[src/rtl/phys_reg_map_rollback_ctrl.sv]
// phys_reg_map_rollback_ctrl
// Drives map-table recovery after branch resolution. On a mispredict it
// restores the branch's checkpoint column when one exists. It then walks the
// ROB from youngest to oldest, reverting mappings when the restore did not
// happen. It also frees each speculated physical register and finally rolls
// back the ROB tail. On a correct resolution it invalidates the branch's
// checkpoint column. Dispatch is stalled through busy while any of this runs.
module phys_reg_map_rollback_ctrl #(
  parameter int LOG_ROB_DEPTH          = 6,
  parameter int LOG_CHECKPOINT_COLUMNS = 2,
  parameter int LOG_NUM_ARCH_REGS      = 5,
  parameter int LOG_NUM_PHYS_REGS      = 6
) (
  input  logic                              CLK,
  input  logic                              RST,

  // branch mispredict
  input  logic                              mispredict_valid,
  output logic                              mispredict_ready,
  input  logic [LOG_ROB_DEPTH-1:0]          mispredict_ROB_index,
  input  logic                              mispredict_checkpoint_valid,
  input  logic [LOG_CHECKPOINT_COLUMNS-1:0] mispredict_checkpoint_column,

  // correct branch resolution
  input  logic                              resolve_valid,
  output logic                              resolve_ready,
  input  logic [LOG_ROB_DEPTH-1:0]          resolve_ROB_index,
  input  logic [LOG_CHECKPOINT_COLUMNS-1:0] resolve_checkpoint_column,

  // ROB tail and same-cycle read port
  input  logic [LOG_ROB_DEPTH-1:0]          rob_tail_index,
  output logic [LOG_ROB_DEPTH-1:0]          rob_read_index,
  input  logic                              rob_read_has_dest,
  input  logic [LOG_NUM_ARCH_REGS-1:0]      rob_read_arch_reg_tag,
  input  logic [LOG_NUM_PHYS_REGS-1:0]      rob_read_safe_phys_reg_tag,
  input  logic [LOG_NUM_PHYS_REGS-1:0]      rob_read_spec_phys_reg_tag,

  // map table revert
  output logic                              revert_valid,
  output logic [LOG_NUM_ARCH_REGS-1:0]      revert_dest_arch_reg_tag,
  output logic [LOG_NUM_PHYS_REGS-1:0]      revert_safe_dest_phys_reg_tag,
  output logic [LOG_NUM_PHYS_REGS-1:0]      revert_speculated_dest_phys_reg_tag,

  // map table checkpoint restore / invalidate
  output logic                              restore_checkpoint_valid,
  output logic                              restore_checkpoint_speculate_failed,
  output logic [LOG_ROB_DEPTH-1:0]          restore_checkpoint_ROB_index,
  output logic [LOG_CHECKPOINT_COLUMNS-1:0] restore_checkpoint_safe_column,
  input  logic                              restore_checkpoint_success,

  // free list
  output logic                              free_list_push_valid,
  output logic [LOG_NUM_PHYS_REGS-1:0]      free_list_push_tag,

  // ROB tail rollback
  output logic                              rob_rollback_valid,
  output logic [LOG_ROB_DEPTH-1:0]          rob_rollback_tail_index,

  output logic                              busy
);

  typedef enum logic [2:0] {
    IDLE    = 3'd0,
    INVAL   = 3'd1,
    RESTORE = 3'd2,
    WALK    = 3'd3,
    DONE    = 3'd4
  } state_t;

  localparam logic [LOG_ROB_DEPTH-1:0] ROB_ZERO = {LOG_ROB_DEPTH{1'b0}};
  localparam logic [LOG_ROB_DEPTH-1:0] ROB_ONE  = {{(LOG_ROB_DEPTH-1){1'b0}}, 1'b1};

  state_t                              state_r;
  logic [LOG_ROB_DEPTH-1:0]            branch_index_r;
  logic [LOG_ROB_DEPTH-1:0]            walk_ptr_r;
  logic [LOG_ROB_DEPTH-1:0]            walk_count_r;
  logic                                restored_r;

  // State-only handshake outputs are computed from the next state, so they
  // come straight out of flops.
  logic                                busy_r;
  logic                                restore_valid_r;
  logic                                restore_failed_r;
  logic [LOG_ROB_DEPTH-1:0]            restore_index_r;
  logic [LOG_CHECKPOINT_COLUMNS-1:0]   restore_column_r;
  logic                                rollback_valid_r;
  logic [LOG_ROB_DEPTH-1:0]            rollback_tail_r;

  // Number of entries younger than the branch. Modulo arithmetic makes a full
  // ROB (tail == branch) come out as depth - 1.
  logic [LOG_ROB_DEPTH-1:0]            walk_count_init_s;
  logic                                idle_s;

  assign walk_count_init_s = rob_tail_index - mispredict_ROB_index - ROB_ONE;
  assign idle_s            = (state_r == IDLE);

  // Handshake readiness: only idle accepts, and a mispredict beats a resolve.
  always_comb begin
    mispredict_ready = 1'b0;
    resolve_ready    = 1'b0;
    if (idle_s) begin
      mispredict_ready = 1'b1;
      resolve_ready    = ~mispredict_valid;
    end else begin
      mispredict_ready = 1'b0;
      resolve_ready    = 1'b0;
    end
  end

  // Recovery FSM: sequencing, walk bookkeeping and the registered handshake outputs.
  always_ff @(posedge CLK) begin
    if (RST) begin
      state_r          <= IDLE;
      branch_index_r   <= {LOG_ROB_DEPTH{1'b0}};
      walk_ptr_r       <= {LOG_ROB_DEPTH{1'b0}};
      walk_count_r     <= {LOG_ROB_DEPTH{1'b0}};
      restored_r       <= 1'b0;
      busy_r           <= 1'b0;
      restore_valid_r  <= 1'b0;
      restore_failed_r <= 1'b0;
      restore_index_r  <= {LOG_ROB_DEPTH{1'b0}};
      restore_column_r <= {LOG_CHECKPOINT_COLUMNS{1'b0}};
      rollback_valid_r <= 1'b0;
      rollback_tail_r  <= {LOG_ROB_DEPTH{1'b0}};
    end else begin
      busy_r           <= 1'b0;
      restore_valid_r  <= 1'b0;
      restore_failed_r <= 1'b0;
      restore_index_r  <= {LOG_ROB_DEPTH{1'b0}};
      restore_column_r <= {LOG_CHECKPOINT_COLUMNS{1'b0}};
      rollback_valid_r <= 1'b0;
      rollback_tail_r  <= {LOG_ROB_DEPTH{1'b0}};
      case (state_r)
        IDLE: begin
          if (mispredict_valid) begin
            branch_index_r <= mispredict_ROB_index;
            walk_count_r   <= walk_count_init_s;
            walk_ptr_r     <= rob_tail_index - ROB_ONE;
            restored_r     <= 1'b0;
            busy_r         <= 1'b1;
            if (mispredict_checkpoint_valid) begin
              state_r          <= RESTORE;
              restore_valid_r  <= 1'b1;
              restore_failed_r <= 1'b1;
              restore_index_r  <= mispredict_ROB_index;
              restore_column_r <= mispredict_checkpoint_column;
            end else if (walk_count_init_s == ROB_ZERO) begin
              state_r          <= DONE;
              rollback_valid_r <= 1'b1;
              rollback_tail_r  <= mispredict_ROB_index + ROB_ONE;
            end else begin
              state_r <= WALK;
            end
          end else if (resolve_valid) begin
            state_r          <= INVAL;
            busy_r           <= 1'b1;
            restore_valid_r  <= 1'b1;
            restore_failed_r <= 1'b0;
            restore_index_r  <= resolve_ROB_index;
            restore_column_r <= resolve_checkpoint_column;
          end else begin
            state_r <= IDLE;
          end
        end
        INVAL: begin
          // The map table's success flag is irrelevant for an invalidate.
          state_r <= IDLE;
        end
        RESTORE: begin
          restored_r <= restore_checkpoint_success;
          busy_r     <= 1'b1;
          if (walk_count_r == ROB_ZERO) begin
            state_r          <= DONE;
            rollback_valid_r <= 1'b1;
            rollback_tail_r  <= branch_index_r + ROB_ONE;
          end else begin
            state_r <= WALK;
          end
        end
        WALK: begin
          busy_r       <= 1'b1;
          walk_ptr_r   <= walk_ptr_r - ROB_ONE;
          walk_count_r <= walk_count_r - ROB_ONE;
          if (walk_count_r == ROB_ONE) begin
            state_r          <= DONE;
            rollback_valid_r <= 1'b1;
            rollback_tail_r  <= branch_index_r + ROB_ONE;
          end else begin
            state_r <= WALK;
          end
        end
        DONE: begin
          state_r <= IDLE;
        end
        default: begin
          state_r <= IDLE;
        end
      endcase
    end
  end

  assign busy                                = busy_r;
  assign restore_checkpoint_valid            = restore_valid_r;
  assign restore_checkpoint_speculate_failed = restore_failed_r;
  assign restore_checkpoint_ROB_index        = restore_index_r;
  assign restore_checkpoint_safe_column      = restore_column_r;
  assign rob_rollback_valid                  = rollback_valid_r;
  assign rob_rollback_tail_index             = rollback_tail_r;

  // Walk datapath: ROB read data is same-cycle, so revert and free pushes
  // are formed combinationally from the entry under walk_ptr.
  always_comb begin
    rob_read_index                      = {LOG_ROB_DEPTH{1'b0}};
    revert_valid                        = 1'b0;
    revert_dest_arch_reg_tag            = {LOG_NUM_ARCH_REGS{1'b0}};
    revert_safe_dest_phys_reg_tag       = {LOG_NUM_PHYS_REGS{1'b0}};
    revert_speculated_dest_phys_reg_tag = {LOG_NUM_PHYS_REGS{1'b0}};
    free_list_push_valid                = 1'b0;
    free_list_push_tag                  = {LOG_NUM_PHYS_REGS{1'b0}};
    if (state_r == WALK) begin
      rob_read_index = walk_ptr_r;
      if (rob_read_has_dest) begin
        // The speculated register is freed whether or not the map table
        // was recovered from a checkpoint.
        free_list_push_valid = 1'b1;
        free_list_push_tag   = rob_read_spec_phys_reg_tag;
        if (!restored_r) begin
          revert_valid                        = 1'b1;
          revert_dest_arch_reg_tag            = rob_read_arch_reg_tag;
          revert_safe_dest_phys_reg_tag       = rob_read_safe_phys_reg_tag;
          revert_speculated_dest_phys_reg_tag = rob_read_spec_phys_reg_tag;
        end else begin
          revert_valid = 1'b0;
        end
      end else begin
        free_list_push_valid = 1'b0;
      end
    end else begin
      rob_read_index = {LOG_ROB_DEPTH{1'b0}};
    end
  end

endmodule

[config.mk]
export PLATFORM = sky130hd
export DESIGN_NAME = phys_reg_map_rollback_ctrl
export DESIGN_NICKNAME = d
export VERILOG_FILES = /design/src/rtl/phys_reg_map_rollback_ctrl.sv
export SDC_FILE = /design/constraint.sdc
export NUM_CORES = 1
export LEC_CHECK = 0
export BUFFER_PORTS_ARGS = -buffer_cell sky130_fd_sc_hd__buf_2
export CORE_AREA = 2 2 93 95
export DETAILED_ROUTE_END_ITERATION = 12
export DIE_AREA = 0 0 95 97
export PLACE_DENSITY_LB_ADDON = 0.08
export SYNTH_ARGS = -nofsm -noshare
export SYNTH_HDL_FRONTEND = slang
export SYNTH_SLANG_ARGS = --single-unit
[constraint.sdc]
create_clock -name CLK -period 2.3 [get_ports CLK]
set_input_delay 0.345 -clock CLK [delete_from_list [all_inputs] [get_ports CLK]]
set_output_delay 0.345 -clock CLK [all_outputs]
set_load 0.02 [all_outputs]
==> flow_summary.yaml <==
run_status:
  outcome: "complete, no violations"
clock_tree:
  cts_buffer_depth: 2
  cts_hold_buf: 0
  numCtsBuffers: 5
  cts-root-buf: "clkbuf_8"
  worstSkewPairLatency_ns: 0.29
  clock_sinks: 39
  htreeDepth: 2
  clk_pin_slew_ns: 0.09
  cts_tree: "done"
sta:
  fmax_mhz: 467
  fin_ws_ns: 0.160
  tns_ns: 0
  finalSetupViolCount: 0
  slew_headroom: 0.645
  timing.hold.ws_ns: 0.261
  clock_skew_ns: 0.00808
  grt_setup_unrepaired: "false"
  tightest_slew_ns: 0.528
  min_period_ns: 2.14
  final.period_utilization: 0.931
  hold_viol: 0
  finalMaxSlewViolations: 0
logic_synthesis:
  ys_top_cells_by_area: "dfxtp_1 32%, ha_1 5.2%, and2_1 4.9%, a21oi_1 4.4%, nand2_1 4.1%"
  synth-edff-count: 0
  synth_top_area_frac: 0.325
  yosysSeqAreaShare: 0.325
  synth_fp_nets: 353
  synth.most_common_cell: "dfxtp_1"
  yosysUniqueCellTypes: 53
  syn_inst: 296
  synth_common_cells: "39 x dfxtp_1, 26 x nand2_1, 23 x nor2_1, 21 x a21oi_1, 19 x and2_1"
  yosysWarnings: 0
  synth-seq-cells: 39
  syn_area_per_cell_um2: 8.12
  synth_ff_type: "dfxtp_1"
  netlist_area_um2: 2400
  yosys.area.top_type: "dfxtp_1"
  synthArstFlopShare: 0
global_routing:
  first_global_vias: 2309
  grt_max_degree: 20
  grt_use_met3: 0.0280
  grtUsageMet2: 0.252
  grt_pass1_wl_um: 11500
  grt.overflow.total: 0
  top_usage_layer: "met2"
  antenna_found_initial: 0
  gr-usage-met1: 0.219
  track_usage: 0.158
worst_setup_path:
  crit_path_start_kind: "input pin"
  critical-path-top-delay-family: "adder cells"
  worstPathRequired_ns: 2.49
  worstPathArrival_ns: 2.33
  r2r-start: "rob_rollback_valid"
  ff2ff_path_depth: 8
  r2r-end: "walk_ptr_r[4]"
  cp_slowest_cell: "fa_1"
  r2r_slack_ns: 0.39
  crit_top_cell: "inv_1"
  worstSetupEndpointType: "flip-flop"
  cp_cell_sequence: "buf_2, inv_1, ha_1, inv_1, fa_1, nand2b_1, o2bb2ai_1, mux2_2, and4_2, a32o_1"
  path_class: "in2reg"
  max_stage_delay_ns: 0.41
  cp_num_buf_inv: 3
  path_max_fanout: 7
die:
  initial_core_util: 0.295
  die-width_um: 95
  dieArea_um2: 9220
  die_h_um: 97
  core-area_um2: 8130
  io_pins: 97
  core.rowCount: 33
drt:
  dr.pass1.iters: 4
  dr.first_iter.drc_count: 99
  drc: 0
  ant_nets: 0
  routedWlPerCell_um: 14.2
  route.vias.total: 2512
  via_per_inst: 4.94
  drt_wl_total_um: 7230
layout:
  finalInstanceArea_um2: 3240
  drive_above_1_share: 0.344
  finalNetCount: 460
  antennaDiodeCount: 0
  fill_cells: 851
  syn2layout_area_growth_pct: 34.9
placed_design:
  place_ws_ns: -0.191
  dpl.hpwl_um: 5680
  placedInstanceArea_um2: 3080
  place.gp.congestion: 0.816
  numPortBuffers: 96
hold_path:
  hold_class: "in2reg"
  min_path_cells: 2
  hp-start: "resolve_ROB_index[5]"
  hold_end: "restore_checkpoint_ROB_index[5]"
power:
  leakagePower_nw: 1.58
  powerDensity_nw_per_um2: 822
  irDropWorstVdd_mv: 0.328
job:
  maxCapViolCount: 0
[per-stage QoR]
stage | std cells | power, W | utilization
2_1_floorplan | 296 | 0.00161 | -
3_3_place_gp | 500 | 0.00196 | 0.378
3_5_place_dp | 500 | 0.00195 | 0.378
4_1_cts | 508 | 0.00268 | 0.396
5_1_grt | 509 | 0.00286 | 0.399
6_report | 509 | 0.00267 | 0.399
[registers in the layout, summed over array words and instances, names as in the netlist, 2 cells and up]
name / count
rob_rollback_tail_index: 6
restore_checkpoint_safe_column: 2
state_r: 2
walk_ptr_r: 6
branch_index_r: 6
walk_count_r: 6
restore_checkpoint_ROB_index: 6
[placed cells by master, fill, tap and decap left out, types with 3 or more instances in the layout]
master	count
buf_2	96
dfxtp_1	38
nand2_1	26
nor2_1	23
a21oi_1	21
buf_4	20
and2_1	19
inv_1	14
nor3_1	11
o21ai_0	10
ha_1	10
and3_1	9
xnor2_1	9
a211oi_1	8
a22o_1	8
nor2b_1	7
nand3_1	7
nor4_1	5
o21bai_1	5
a32o_1	5
clkbuf_8	5
nand2b_1	3
xor2_1	3
[worst register-to-register path, stage by stage, from the launching register on]
cell	delay, ns
dfxtp_1	0.43
and3b_2	0.26
buf_4	0.17
and2_1	0.17
a21oi_1	0.13
ha_1	0.25
o21ai_0	0.13
a31oi_1	0.18
a21oi_1	0.09
[routing by layer]
metal | vias to the layer above | share of wire
met5 | - | 0
met3 | 2 | 0.065
li1 | 1273 | -
met4 | 0 | 0.0055
met2 | 81 | 0.46
met1 | 1156 | 0.47
[worst max path at each step]
stage                            startpoint                           to  slack [ns]  cells after the start
finish              mispredict_ROB_index[0]   rob_rollback_tail_index[1]        0.16                     10
global route        mispredict_ROB_index[0]   rob_rollback_tail_index[0]        0.05                     10
CTS                              state_r[1]  revert_dest_arch_reg_tag[3]        0.05                      6
detailed placement  mispredict_ROB_index[0]   rob_rollback_tail_index[0]       -0.19                     10
global placement    mispredict_ROB_index[0]   rob_rollback_tail_index[1]       -0.14                     10
floorplan           mispredict_ROB_index[0]   rob_rollback_tail_index[1]        0.04                     10
[layout make-up]
cell class	instances	area [um^2]	area share
clock buffer	5	68.8	0.0212
inverter	14	52.6	0.0162
timing repair buffer	116	631	0.194
clock inverter	3	71.3	0.0220
multi-input combinational	227	1510	0.465
tap	105	131	0.0405
sequential	39	782	0.241
[where the power goes]
part           total [W]  internal [W]  switching [W]
logic            0.00103      0.000449       0.000582
clock network   0.000716      0.000441       0.000275
registers       0.000920      0.000797       0.000123
[what timing repair did]
action / CTS / global route
buffers inserted: 0 / 1
endpoints found under the setup margin: 11 / 20
pin swaps: 0 / 1
resized for setup: 1 / 4
[kinds of logic after synthesis]
| family | Yosys count | share of synthesized area |
|---|---|---|
| compound gates | 73 | 0.210 |
| xor+xnor | 13 | 0.0474 |
| fa+ha+maj | 11 | 0.0604 |
| buf+inv | 30 | 0.0552 |
| flops | 39 | 0.325 |
| mux | 2 | 0.00885 |
| simple gates | 128 | 0.294 |
Power figures use the tool's default switching activity.
